==> src/rtl/pc_fetch_unit.sv <==
// Program counter and fetch control for a single-cycle core.
// Holds the PC, picks the next PC, rejects misaligned or out-of-range
// targets, and counts retired instructions with saturation.
module pc_fetch_unit #(
  parameter logic [31:0] RESET_VECTOR = 32'h0000_0000,
  parameter int          IMEM_DEPTH   = 16
) (
  input  logic        clk,
  input  logic        rst,
  input  logic        stall,
  input  logic        halt_req,
  input  logic [1:0]  pc_src,
  input  logic [31:0] pc_target,
  input  logic [31:0] jalr_target,
  output logic [31:0] pc,
  output logic [31:0] pc_plus4,
  output logic        fetch_valid,
  output logic        halted,
  output logic        fault,
  output logic [31:0] fault_addr,
  output logic [31:0] instr_count
);

  typedef enum logic [1:0] {
    S_BOOT  = 2'd0,
    S_RUN   = 2'd1,
    S_HALT  = 2'd2,
    S_FAULT = 2'd3
  } state_t;

  // Legal fetch window, widened to 33 bits so a window ending at 2^32
  // and a pc+4 that wrapped to zero are both compared correctly.
  localparam logic [32:0] RANGE_LO = {1'b0, RESET_VECTOR};
  localparam logic [32:0] RANGE_HI = RANGE_LO + 33'(4 * IMEM_DEPTH);

  state_t      state;
  state_t      state_nx;
  logic [31:0] next_pc;
  logic [31:0] jalr_aligned;
  logic        bad_target;
  logic        retire;

  // Counter increment that sticks at all-ones instead of wrapping.
  function automatic logic [31:0] sat_inc(input logic [31:0] v);
    return (v == 32'hFFFF_FFFF) ? v : v + 32'd1;
  endfunction

  assign pc_plus4     = pc + 32'd4;
  assign jalr_aligned = jalr_target & 32'hFFFF_FFFE;
  assign retire       = (state == S_RUN) && !stall;

  // Next-PC selection and target legality check.
  always_comb begin
    next_pc = pc;
    unique case (pc_src)
      2'b00:   next_pc = pc_plus4;
      2'b01:   next_pc = pc_target;
      2'b10:   next_pc = jalr_aligned;
      default: next_pc = pc;
    endcase
    bad_target = (next_pc[1:0] != 2'b00)
              || ({1'b0, next_pc} <  RANGE_LO)
              || ({1'b0, next_pc} >= RANGE_HI);
  end

  // State register.
  always_ff @(posedge clk) begin
    if (rst) state <= S_BOOT;
    else     state <= state_nx;
  end

  // Next-state logic: halt beats redirect, stall beats everything.
  always_comb begin
    state_nx = state;
    unique case (state)
      S_BOOT: state_nx = S_RUN;
      S_RUN: begin
        if (!stall) begin
          if (halt_req)        state_nx = S_HALT;
          else if (bad_target) state_nx = S_FAULT;
        end
      end
      default: state_nx = state;
    endcase
  end

  // State-decoded status outputs.
  always_comb begin
    fetch_valid = (state == S_RUN);
    halted      = (state == S_HALT);
    fault       = (state == S_FAULT);
  end

  // PC, fault address and retire counter; frozen outside an un-stalled RUN cycle.
  always_ff @(posedge clk) begin
    if (rst) begin
      pc          <= RESET_VECTOR;
      fault_addr  <= 32'd0;
      instr_count <= 32'd0;
    end else if (retire) begin
      instr_count <= sat_inc(instr_count);
      if (!halt_req) begin
        if (bad_target) fault_addr <= next_pc;
        else            pc         <= next_pc;
      end
    end
  end

endmodule
==> config.mk <==
export PLATFORM = sky130hd
export DESIGN_NAME = pc_fetch_unit
export DESIGN_NICKNAME = d
export VERILOG_FILES = /design/src/rtl/pc_fetch_unit.sv
export SDC_FILE = /design/constraint.sdc
export NUM_CORES = 1
export LEC_CHECK = 0
export ABC_AREA = 1
export BUFFER_PORTS_ARGS = -buffer_cell sky130_fd_sc_hd__buf_2
export CORE_MARGIN = 8
export CORE_UTILIZATION = 51
export DETAILED_ROUTE_END_ITERATION = 10
export MAX_ROUTING_LAYER = met4
export PLACE_DENSITY = 0.93
export SYNTH_ARGS = -nofsm -noshare
export SYNTH_HDL_FRONTEND = slang
export SYNTH_SLANG_ARGS = --single-unit
==> constraint.sdc <==
create_clock -name clk -period 3.1 [get_ports clk]
set_input_delay 0.31 -clock clk [delete_from_list [all_inputs] [get_ports clk]]
set_output_delay 0.31 -clock clk [all_outputs]
set_load 0.005 [all_outputs]
==> results of run 1 <==
-- worst reg2reg max path, cell delays in order (launching register included) --
cell and delay (ns):
dfxtp_2 0.39, ha_2 0.23, nand2_1 0.06, nor2_1 0.14
nand2_1 0.16, nor2_4 0.17, nand2_1 0.08, xor2_1 0.15
o21ai_1 0.28, nand3_1 0.25, nor2_4 0.22, nand2_2 0.12
buf_6 0.25, a21oi_1 0.19, nor2_1 0.07
-- final timing paths --
| kind | from | to | slack [ns] |
|---|---|---|---|
| worst max register to register | pc[3]$_SDFFE_PP0P_ | fault_addr[23]$_SDFFE_PP0P_ | 0.21 |
| worst min-delay path | halt_req | state[0]$_SDFFE_PP0P_ | 0.22 |
| worst min register to register | fault_addr[2]$_SDFFE_PP0P_ | fault_addr[2]$_SDFFE_PP0P_ | 0.48 |
| worst max-delay path | pc[3]$_SDFFE_PP0P_ | fault_addr[23]$_SDFFE_PP0P_ | 0.21 |
-- kinds of logic (layout without fill, tap and decap cells) --
family / after synthesis / after routing / synth area share [%]
flops: 98 / 98 / 32.8
compound gates: 127 / 127 / 12.4
xor+xnor: 8 / 8 / 1.17
simple gates: 572 / 572 / 41.8
buf+inv: 168 / 357 / 11.4
fa+ha+maj: 2 / 2 / 0.418
-- layout make-up --
| cell class | instances | share of cell area, % |
|---|---|---|
| Sequential cell | 98 | 26.6 |
| Clock inverter | 7 | 0.796 |
| Tap cell | 143 | 2.42 |
| Timing Repair Buffer | 214 | 15.2 |
| Inverter | 127 | 6.46 |
| Multi-Input combinational cell | 709 | 45.4 |
| Clock buffer | 9 | 3.05 |
-- metal layers --
metal / routed length [um] / track usage (%) / part of all wire [%]
met1: 8080 / 30.6 / 38
met2: 9620 / 42.6 / 46
met3: 2280 / 7.32 / 11
met4: 1150 / 15.7 / 5.5
met5: 0 / - / 0
-- flip-flops by register name, summed over array words and instances (netlist names) --
register	cells
pc	32
instr_count	32
state	2
fault_addr	32
-- power by group through the flow --
stage | clock [W] | sequential (W) | combinational, W
2_1_floorplan | 0 | 0.00133 | 0.000197
3_3_place_gp | 0 | 0.00133 | 0.000337
3_5_place_dp | 0 | 0.00133 | 0.000344
4_1_cts | 0.00111 | 0.00130 | 0.000346
5_1_grt | 0.00115 | 0.00131 | 0.000387
6_report | 0.00109 | 0.00130 | 0.000348
-- cells in the mapped netlist, drive strengths merged --
library cell	count
nand2	261
nor2	134
inv	124
nand3	115
dfxtp	98
a21oi	59
o21ai	33
buf	23
nor3	19
clkbuf	18
nand4	18
and2	17
a221oi	15
a22o	5
nor4	4
o21a	4
o22ai	4
xnor2	4
xor2	4
and3	3
clkinv	3
a211oi	2
ha	2
o21bai	2
a22oi	1
a31o	1
a31oi	1
nor3b	1
-- stage by stage --
step | cell area [um^2] | utilization (%)
floorplan | 5990 | -
global placement | 7080 | 62.0
detailed placement | 7080 | 62.0
global route | 7380 | 64.7
CTS | 7370 | 64.5
finish | 7380 | 64.7
-- what timing repair did --
action / CTS / global route
setup endpoints to repair: 0 / 35
setup buffers: 0 / 1
gates resized for setup: 0 / 4
==> results.sh, run 1 <==
export IMPL_status="finished clean"
export IMPL_tightestPinTransition_ns=0.704
export IMPL_setup_violations=0
export IMPL_worst_slack_ns=0.212
export IMPL_yosys_area_top_type="dfxtp_1"
export IMPL_worst_endpoint_required_ns=3.35
export IMPL_ant_nets=0
export IMPL_synth_top_area_share_pct=32.8
export IMPL_clk_pin_slew_ns=0.08
export IMPL_rsz0062_at_grt="false"
export IMPL_crit_slowest_cell="dfxtp_2"
export IMPL_cp_cell_sequence="ha_2 > nand2_1 > nor2_1 > nand2_1 > nor2_4 > nand2_1 > xor2_1 > o21ai_1 > nand3_1 > nor2_4 > nand2_2 > buf_6 > a21oi_1 > nor2_1"
export IMPL_mostFrequentLayoutCells="257 x nand2_1, 199 x buf_2, 122 x nor2_1, 121 x inv_1, 113 x nand3_1"
export IMPL_drt_iter0_markers=661
export IMPL_p_sw_w=0.000766
export IMPL_cts_sinks=98
export IMPL_mostFrequentLayoutCell="nand2_1"
export IMPL_reg2reg_depth=14
export IMPL_grt_util_all_layers_pct=27.1
export IMPL_hp_class="in -> reg"
export IMPL_nFillCells=1059
export IMPL_path_delay_family="simple AND/OR/NAND/NOR gates"
export IMPL_final_cells=1307
export IMPL_multi_input_area_um2=3350
export IMPL_grt_max_degree=62
export IMPL_finClkSkew_ns=0.0102
export IMPL_insertion_delay_ns=0.36
export IMPL_dp_cells=1290
export IMPL_syn_inst=975
export IMPL_finalMaxSlewViolations=0
export IMPL_initial_core_util_pct=52.4
export IMPL_io_pins=201
export IMPL_cts_tree="done"
export IMPL_seqPwrFrac_pct=47.5
export IMPL_via_per_inst=5.57
export IMPL_crit_path_end_kind="register"
export IMPL_start_kind="register"
export IMPL_p_sw_share_pct=27.9
export IMPL_gp_congestion=1.01
export IMPL_maxSlewHeadroom_pct=53.0
export IMPL_ys_warn_count=0
export IMPL_die_h_um=124
export IMPL_tns_ns=0
export IMPL_period_share_pct=93.2
export IMPL_hold_depth=2
export IMPL_yosysSeqAreaShare_pct=32.8
export IMPL_cts_hold_buf=0
export IMPL_cp_max_fo=61
export IMPL_grt_overflow_total=0
export IMPL_core_area_um2=11400
export IMPL_syn2layout_area_growth_pct=23.3
export IMPL_num_antenna_cells=0
export IMPL_crit_top_cell="nand2_1"
export IMPL_drtPass1Iterations=5
export IMPL_syn_nets=1047
export IMPL_critical_path_class="reg -> reg"
export IMPL_worst_path_buf_inv=1
export IMPL_arrival_ns=3.13
export IMPL_cts_htree_levels=3
export IMPL_clk_root_buffer_cell="clkbuf_16"
export IMPL_rows=39
export IMPL_hpwl_mm=16.4
export IMPL_num_vias=7285
export IMPL_drc=0
export IMPL_fmaxAchievable_mhz=346
export IMPL_antenna_found_initial=0
export IMPL_cts_buffers=9
export IMPL_power_leakage_nw=3.71
export IMPL_wirelength_mm=21.1
export IMPL_syn_cell_area_um2=5990
export IMPL_holdWs_ns=0.217
export IMPL_clockBufferDepth=2
export IMPL_crit_cells=14
export IMPL_max_stage_delay_ns=0.39
export IMPL_seq_area_um2=1960
export IMPL_die_w_um=124
export IMPL_io_buffers=199
export IMPL_p_per_area_nw_per_um2=372
export IMPL_vdd_drop_max_mv=0.293
export IMPL_first_global_vias=6809
export IMPL_clkPwrFrac_pct=39.9
export IMPL_dieArea_um2=15500
export IMPL_grt_first_pass_wirelength_mm=34.0
export IMPL_ys_seq_elements=98
export IMPL_synth_avg_cell_area_um2=6.14
export IMPL_hold_viol=0
export IMPL_synth_area_leaders="dfxtp_1 33%, nand2_1 16%, nand3_1 9.4%"
export IMPL_p_comb_share_pct=12.7
export IMPL_internal_power_w=0.00198
export IMPL_drv_cap=0
export IMPL_p_total_w=0.00274
export IMPL_place_ws_ns=0.128
export IMPL_nNetsFinal=1231
export IMPL_drive_gt1_share_pct=21.9
export IMPL_min_period_ns=2.89
export IMPL_synth_cell_types=37
export IMPL_routedWlPerCell_um=16.2
No activity file was read; power rests on OpenSTA's default activity.
==> run 2, diff against run 1 <==
--- a/config.mk
+++ b/config.mk
@@ -7,8 +7,11 @@
 export LEC_CHECK = 0
 export ABC_AREA = 1
 export BUFFER_PORTS_ARGS = -buffer_cell sky130_fd_sc_hd__buf_2
+export CELL_PAD_IN_SITES_DETAIL_PLACEMENT = 1
+export CELL_PAD_IN_SITES_GLOBAL_PLACEMENT = 2
 export CORE_MARGIN = 8
-export CORE_UTILIZATION = 51
+export CORE_UTILIZATION = 26
+export CTS_CLUSTER_SIZE = 14
 export DETAILED_ROUTE_END_ITERATION = 10
 export MAX_ROUTING_LAYER = met4
 export PLACE_DENSITY = 0.93
==> run 2 against run 1 <==
  * Sequential share of layout area shrank 1.0 points
  * Register-to-register slack better by 0.05 ns
  * Design area grew 4.1%
  * Clock-buffer cell count rose by 1
  * Die area increased by 82%
  * Sequential power about the same
  * Global-route usage shrank 8.6 points
  * Hold slack worse by 0.015 ns
  * Non-clock buffer count up 10
  * Via count fell by 3.3%
  * First-iteration DRC count decreased by 31%
==> results.sh, run 2 (synthesis results as in run 1) <==
export IMPL_finClkSkew_ns=0.00848
export IMPL_worst_slack_ns=0.267
export IMPL_die_h_um=168
export IMPL_syn2layout_area_growth_pct=28.4
export IMPL_critical_path_class="reg -> reg"
export IMPL_cp_startpoint="pc[3]$_SDFFE_PP0P_"
export IMPL_min_period_ns=2.83
export IMPL_cts_htree_levels=3
export IMPL_hold_viol=0
export IMPL_setup_violations=0
export IMPL_grt_overflow_total=0
export IMPL_io_pins=201
export IMPL_min_from="halt_req"
export IMPL_hpwl_mm=20.9
export IMPL_clk_pin_slew_ns=0.08
export IMPL_start_kind="register"
export IMPL_grt_use_met1_pct=21.2
export IMPL_initial_core_util_pct=26.4
export IMPL_num_vias=7044
export IMPL_nNetsFinal=1241
export IMPL_via_per_inst=4.83
export IMPL_cts_sinks=98
export IMPL_arrival_ns=3.13
export IMPL_insertion_delay_ns=0.35
export IMPL_fmaxAchievable_mhz=353
export IMPL_r2r_start="pc[3]$_SDFFE_PP0P_"
export IMPL_core_area_um2=22600
export IMPL_dieArea_um2=28100
export IMPL_cts_buffers=9
export IMPL_antenna_found_initial=0
export IMPL_wirelength_mm=25.9
export IMPL_drive_gt1_share_pct=22.7
export IMPL_grt_first_pass_wirelength_mm=39.8
export IMPL_maxSlewHeadroom_pct=55.2
export IMPL_cts_tree="done"
export IMPL_grt_max_degree=66
export IMPL_p_per_area_nw_per_um2=377
export IMPL_dp_cells=1441
export IMPL_grt_util_all_layers_pct=18.5
export IMPL_place_ws_ns=0.162
export IMPL_ant_nets=0
export IMPL_holdWs_ns=0.202
export IMPL_power_leakage_nw=3.78
export IMPL_finalMaxSlewViolations=0
export IMPL_vdd_drop_max_mv=0.238
export IMPL_io_buffers=199
export IMPL_reg_top3="fault_addr: 32 flops, instr_count: 32 flops, pc: 32 flops"
export IMPL_clockBufferDepth=2
export IMPL_drtPass1Iterations=5
export IMPL_met2_usage_pct=31.3
export IMPL_hp_class="in -> reg"
export IMPL_period_share_pct=91.4
export IMPL_first_global_vias=7113
export IMPL_gp_congestion=0.908
export IMPL_mostFrequentLayoutCell="nand2_1"
export IMPL_drt_iter0_markers=454
export IMPL_rows=55
export IMPL_drv_cap=0
export IMPL_num_antenna_cells=0
export IMPL_final_cells=1459
export IMPL_worst_endpoint_required_ns=3.39
export IMPL_rsz0062_at_grt="false"
export IMPL_cts_hold_buf=0
export IMPL_crit_path_end_kind="register"
export IMPL_drc=0
export IMPL_tns_ns=0
export IMPL_tightestPinTransition_ns=0.671
export IMPL_clk_root_buffer_cell="clkbuf_16"
export IMPL_status="finished clean"
export IMPL_grt_use_met3_pct=4.40
export IMPL_routedWlPerCell_um=17.7
export IMPL_p_total_w=0.00289
export IMPL_busiest_layer="met2"
export IMPL_mostFrequentLayoutCells="257 x nand2_1, 199 x buf_2, 122 x nor2_1, 121 x inv_1, 113 x nand3_1"
export IMPL_cp_max_fo=32
export IMPL_die_w_um=168
run 2: critical path, cell delays in order (launching register included):
cell	delay [ns]
dfxtp_2	0.38
ha_2	0.22
nand3_2	0.15
nor2_4	0.24
nand3_1	0.19
inv_1	0.13
nand3_1	0.10
nand3_1	0.09
nand3_1	0.17
nor2_1	0.18
nand2_1	0.11
nor2_4	0.19
nand3_1	0.09
buf_4	0.28
nand2_1	0.10
inv_1	0.04
nor2_1	0.08
run 2: worst paths after layout:
kind,endpoint,slack [ns],depth (start not counted)
worst max-delay path,pc[3]$_SDFFE_PP0P_,0.27,16
worst min-delay path,state[0]$_SDFFE_PP0P_,0.20,2
worst max register to register,pc[3]$_SDFFE_PP0P_,0.27,16
worst min register to register,fault_addr[4]$_SDFFE_PP0P_,0.48,2
run 2: per-layer routing:
layer,up-vias,routed length [um]
met5,-,0
met4,0,706
met3,33,1400
met2,160,12400
met1,3311,11400
li1,3540,-
run 2: what timing repair did:
item                       in CTS  in global routing
setup buffers                   0                  2
setup endpoints to repair       0                 65
resized for setup               0                  5
run 2: stage by stage:
step | area [um^2] | util (%)
floorplan | 5990 | -
global placement | 7340 | 32.4
detailed placement | 7340 | 32.4
CTS | 7660 | 33.8
global route | 7680 | 33.9
finish | 7680 | 33.9
run 2: power by group:
| group | internal [W] | switching, W |
|---|---|---|
| registers | 0.00129 | 0.0000168 |
| clock network | 0.000666 | 0.000555 |
| logic | 0.000142 | 0.000229 |
run 2: cell type report:
| type | count | area, um^2 |
|---|---|---|
| Clock buffer | 10 | 239 |
| Clock inverter | 6 | 77.6 |
| Fill cell | 2969 | 15000 |
| Inverter | 127 | 477 |
| Multi-Input combinational cell | 709 | 3360 |
| Sequential cell | 98 | 1960 |
| Tap cell | 285 | 357 |
| Timing Repair Buffer | 224 | 1210 |
==> run 3, diff against run 2 <==
==> constraint.sdc (replaced) <==
create_clock -name clk -period 3.1 [get_ports clk]
set_input_delay 0.31 -clock clk [delete_from_list [all_inputs] [get_ports clk]]
set_output_delay 0.31 -clock clk [all_outputs]
set_load 0.1 [all_outputs]
==> run 3 against run 2 <==
  * Clock skew grew 0.0027 ns
  * Non-clock buffer count shrank 8
  * Critical endpoint is now pc[5]$_SDFFE_PP0P_
  * Clock power shrank 9%
  * Design area grew 0.41%
  * Combinational power grew 54%
  * Sequential share of layout area grew 0.30 points
  * Routed wire length shrank 0.28%
  * Maximum frequency shrank 3.7%
  * Flip-flop and latch count is the same
  * Largest power group unchanged
  * Cell count shrank 0.48%
  * Power grew 3.0%
  * Setup slack lost 0.11 ns
==> results.sh, run 3 (synthesis results as in run 1) <==
export IMPL_status="finished clean"
export IMPL_hold_viol=0
export IMPL_dieArea_um2=28100
export IMPL_critical_path_class="reg -> reg"
export IMPL_hpwl_mm=20.7
export IMPL_drive_gt1_share_pct=24.9
export IMPL_cts_hold_buf=0
export IMPL_maxSlewHeadroom_pct=54.3
export IMPL_whs_endpoint="state[0]$_SDFFE_PP0P_"
export IMPL_io_pins=201
export IMPL_design_area_um2=7720
export IMPL_drt_iter0_markers=386
export IMPL_nFillCells=2998
export IMPL_mostFrequentLayoutCell="nand2_1"
export IMPL_p_per_area_nw_per_um2=386
export IMPL_vdd_drop_max_mv=0.242
export IMPL_syn2layout_area_growth_pct=28.9
export IMPL_nNetsFinal=1233
export IMPL_hp_class="in -> reg"
export IMPL_io_buffers=199
export IMPL_min_from="halt_req"
export IMPL_worst_endpoint_required_ns=3.39
export IMPL_period_share_pct=94.9
export IMPL_clk_root_buffer_cell="clkbuf_16"
export IMPL_r2r_slack_ns=0.16
export IMPL_ant_nets=0
export IMPL_grt_max_degree=66
export IMPL_p_total_w=0.00298
export IMPL_gp_congestion=0.923
export IMPL_r2r_start="pc[2]$_SDFFE_PP0P_"
export IMPL_hold_depth=2
export IMPL_fin_util_pct=34.1
export IMPL_drc=0
export IMPL_die_w_um=168
export IMPL_die_h_um=168
export IMPL_power_leakage_nw=3.77
export IMPL_tns_ns=0
export IMPL_fmaxAchievable_mhz=340
export IMPL_initial_core_util_pct=26.4
export IMPL_grt_first_pass_wirelength_mm=40.4
export IMPL_post_dp_cell_area_um2=7410
export IMPL_finalMaxSlewViolations=0
export IMPL_grt_overflow_total=0
export IMPL_num_vias=7100
export IMPL_rows=55
export IMPL_tightestPinTransition_ns=0.684
export IMPL_cts_htree_levels=3
export IMPL_dp_cells=1434
export IMPL_drv_cap=0
export IMPL_cts_buffers=9
export IMPL_finClkSkew_ns=0.0112
export IMPL_first_global_vias=7276
export IMPL_cts_tree="done"
export IMPL_arrival_ns=3.23
export IMPL_reg_top3="fault_addr: 32 flops, instr_count: 32 flops, pc: 32 flops"
export IMPL_crit_path_end_kind="register"
export IMPL_reg2reg_depth=15
export IMPL_start_kind="register"
export IMPL_core_area_um2=22600
export IMPL_via_per_inst=4.89
export IMPL_mostFrequentLayoutCells="253 x nand2_1, 199 x buf_2, 122 x nor2_1, 120 x inv_1, 113 x nand3_1"
export IMPL_cp_max_fo=32
export IMPL_setup_violations=0
export IMPL_drtPass1Iterations=4
export IMPL_clockBufferDepth=2
export IMPL_final_cells=1452
export IMPL_grt_util_all_layers_pct=18.7
export IMPL_wirelength_mm=25.8
export IMPL_clk_pin_slew_ns=0.08
export IMPL_timing_rr_end="pc[5]$_SDFFE_PP0P_"
export IMPL_antenna_found_initial=1
export IMPL_cts_sinks=98
export IMPL_insertion_delay_ns=0.36
export IMPL_min_period_ns=2.94
export IMPL_routedWlPerCell_um=17.8
==> run 3: changes by cell type in the layout (fill, tap and decap cells not counted), sizes merged <==
cell / before / now
buf: 224 / 216
bufinv: 1 / 0
clkinv: 3 / 5
diode: 0 / 1
inv: 128 / 127
==> run 3: critical path: stages, from the launching register on <==
cell and delay [ns]:
dfxtp_4 0.40, ha_1 0.25, nand2_1 0.08, nor2_1 0.17
nand2_1 0.20, nor2_4 0.17, nand2_1 0.13, xor2_4 0.18
o21ai_2 0.22, nand3_1 0.23, nor2_4 0.23, nand3_1 0.10
buf_4 0.27, nand2_1 0.10, inv_1 0.04, nor2_1 0.10
==> run 3: repair_timing <==
action | 4_1_cts | 5_1_grt
setup endpoints to repair | 0 | 64
gates resized for setup | 0 | 3
buffers inserted | 0 | 1
==> run 3: how the worst max path moves through the flow <==
stage	start	endpoint	slack (ns)	cells after the start
detailed placement	pc[2]$_SDFFE_PP0P_	pc[5]$_SDFFE_PP0P_	0.14	15
global placement	pc[2]$_SDFFE_PP0P_	pc[3]$_SDFFE_PP0P_	0.21	15
global route	pc[2]$_SDFFE_PP0P_	pc[5]$_SDFFE_PP0P_	-0.01	15
floorplan	pc[2]$_SDFFE_PP0P_	fault_addr[10]$_SDFFE_PP0P_	-0.01	15
finish	pc[2]$_SDFFE_PP0P_	pc[5]$_SDFFE_PP0P_	0.16	15
CTS	pc[2]$_SDFFE_PP0P_	pc[5]$_SDFFE_PP0P_	0.11	15
==> run 3: report_power, final <==
part	switching [W]	internal, W	total [W]
clock	0.000552	0.000558	0.00111
sequential	0.0000161	0.00128	0.00130
combinational	0.000432	0.000139	0.000572
==> run 3: layout make-up <==
cell class / instances / area (um^2) / area share [%]
clock inverter: 6 / 47.5 / 0.616
timing repair buffer: 216 / 1150 / 14.9
clock buffer: 10 / 229 / 2.97
inverter: 127 / 480 / 6.23
sequential: 98 / 2000 / 25.9
antenna: 1 / 2.50 / 0.0324
multi-input combinational: 709 / 3460 / 44.8
tap: 285 / 357 / 4.62
==> run 3: through the flow <==
stage | hold slack [ns] | setup WS [ns]
after floorplan | 0.414 | -0.0139
after global placement | 0.457 | 0.206
after detailed placement | 0.463 | 0.143
after CTS | 0.193 | 0.114
after global routing | 0.214 | -0.0149
final | 0.206 | 0.157
==> run 3: layer usage <==
layer | global-route usage (%) | wire [um] | up-vias | share of wire, %
met5 | - | 0 | - | 0
met4 | 5.71 | 620 | 0 | 2.4
met3 | 4.16 | 1370 | 32 | 5.3
met2 | 31.9 | 12600 | 174 | 49
met1 | 21.5 | 11200 | 3353 | 43
li1 | - | - | 3541 | -
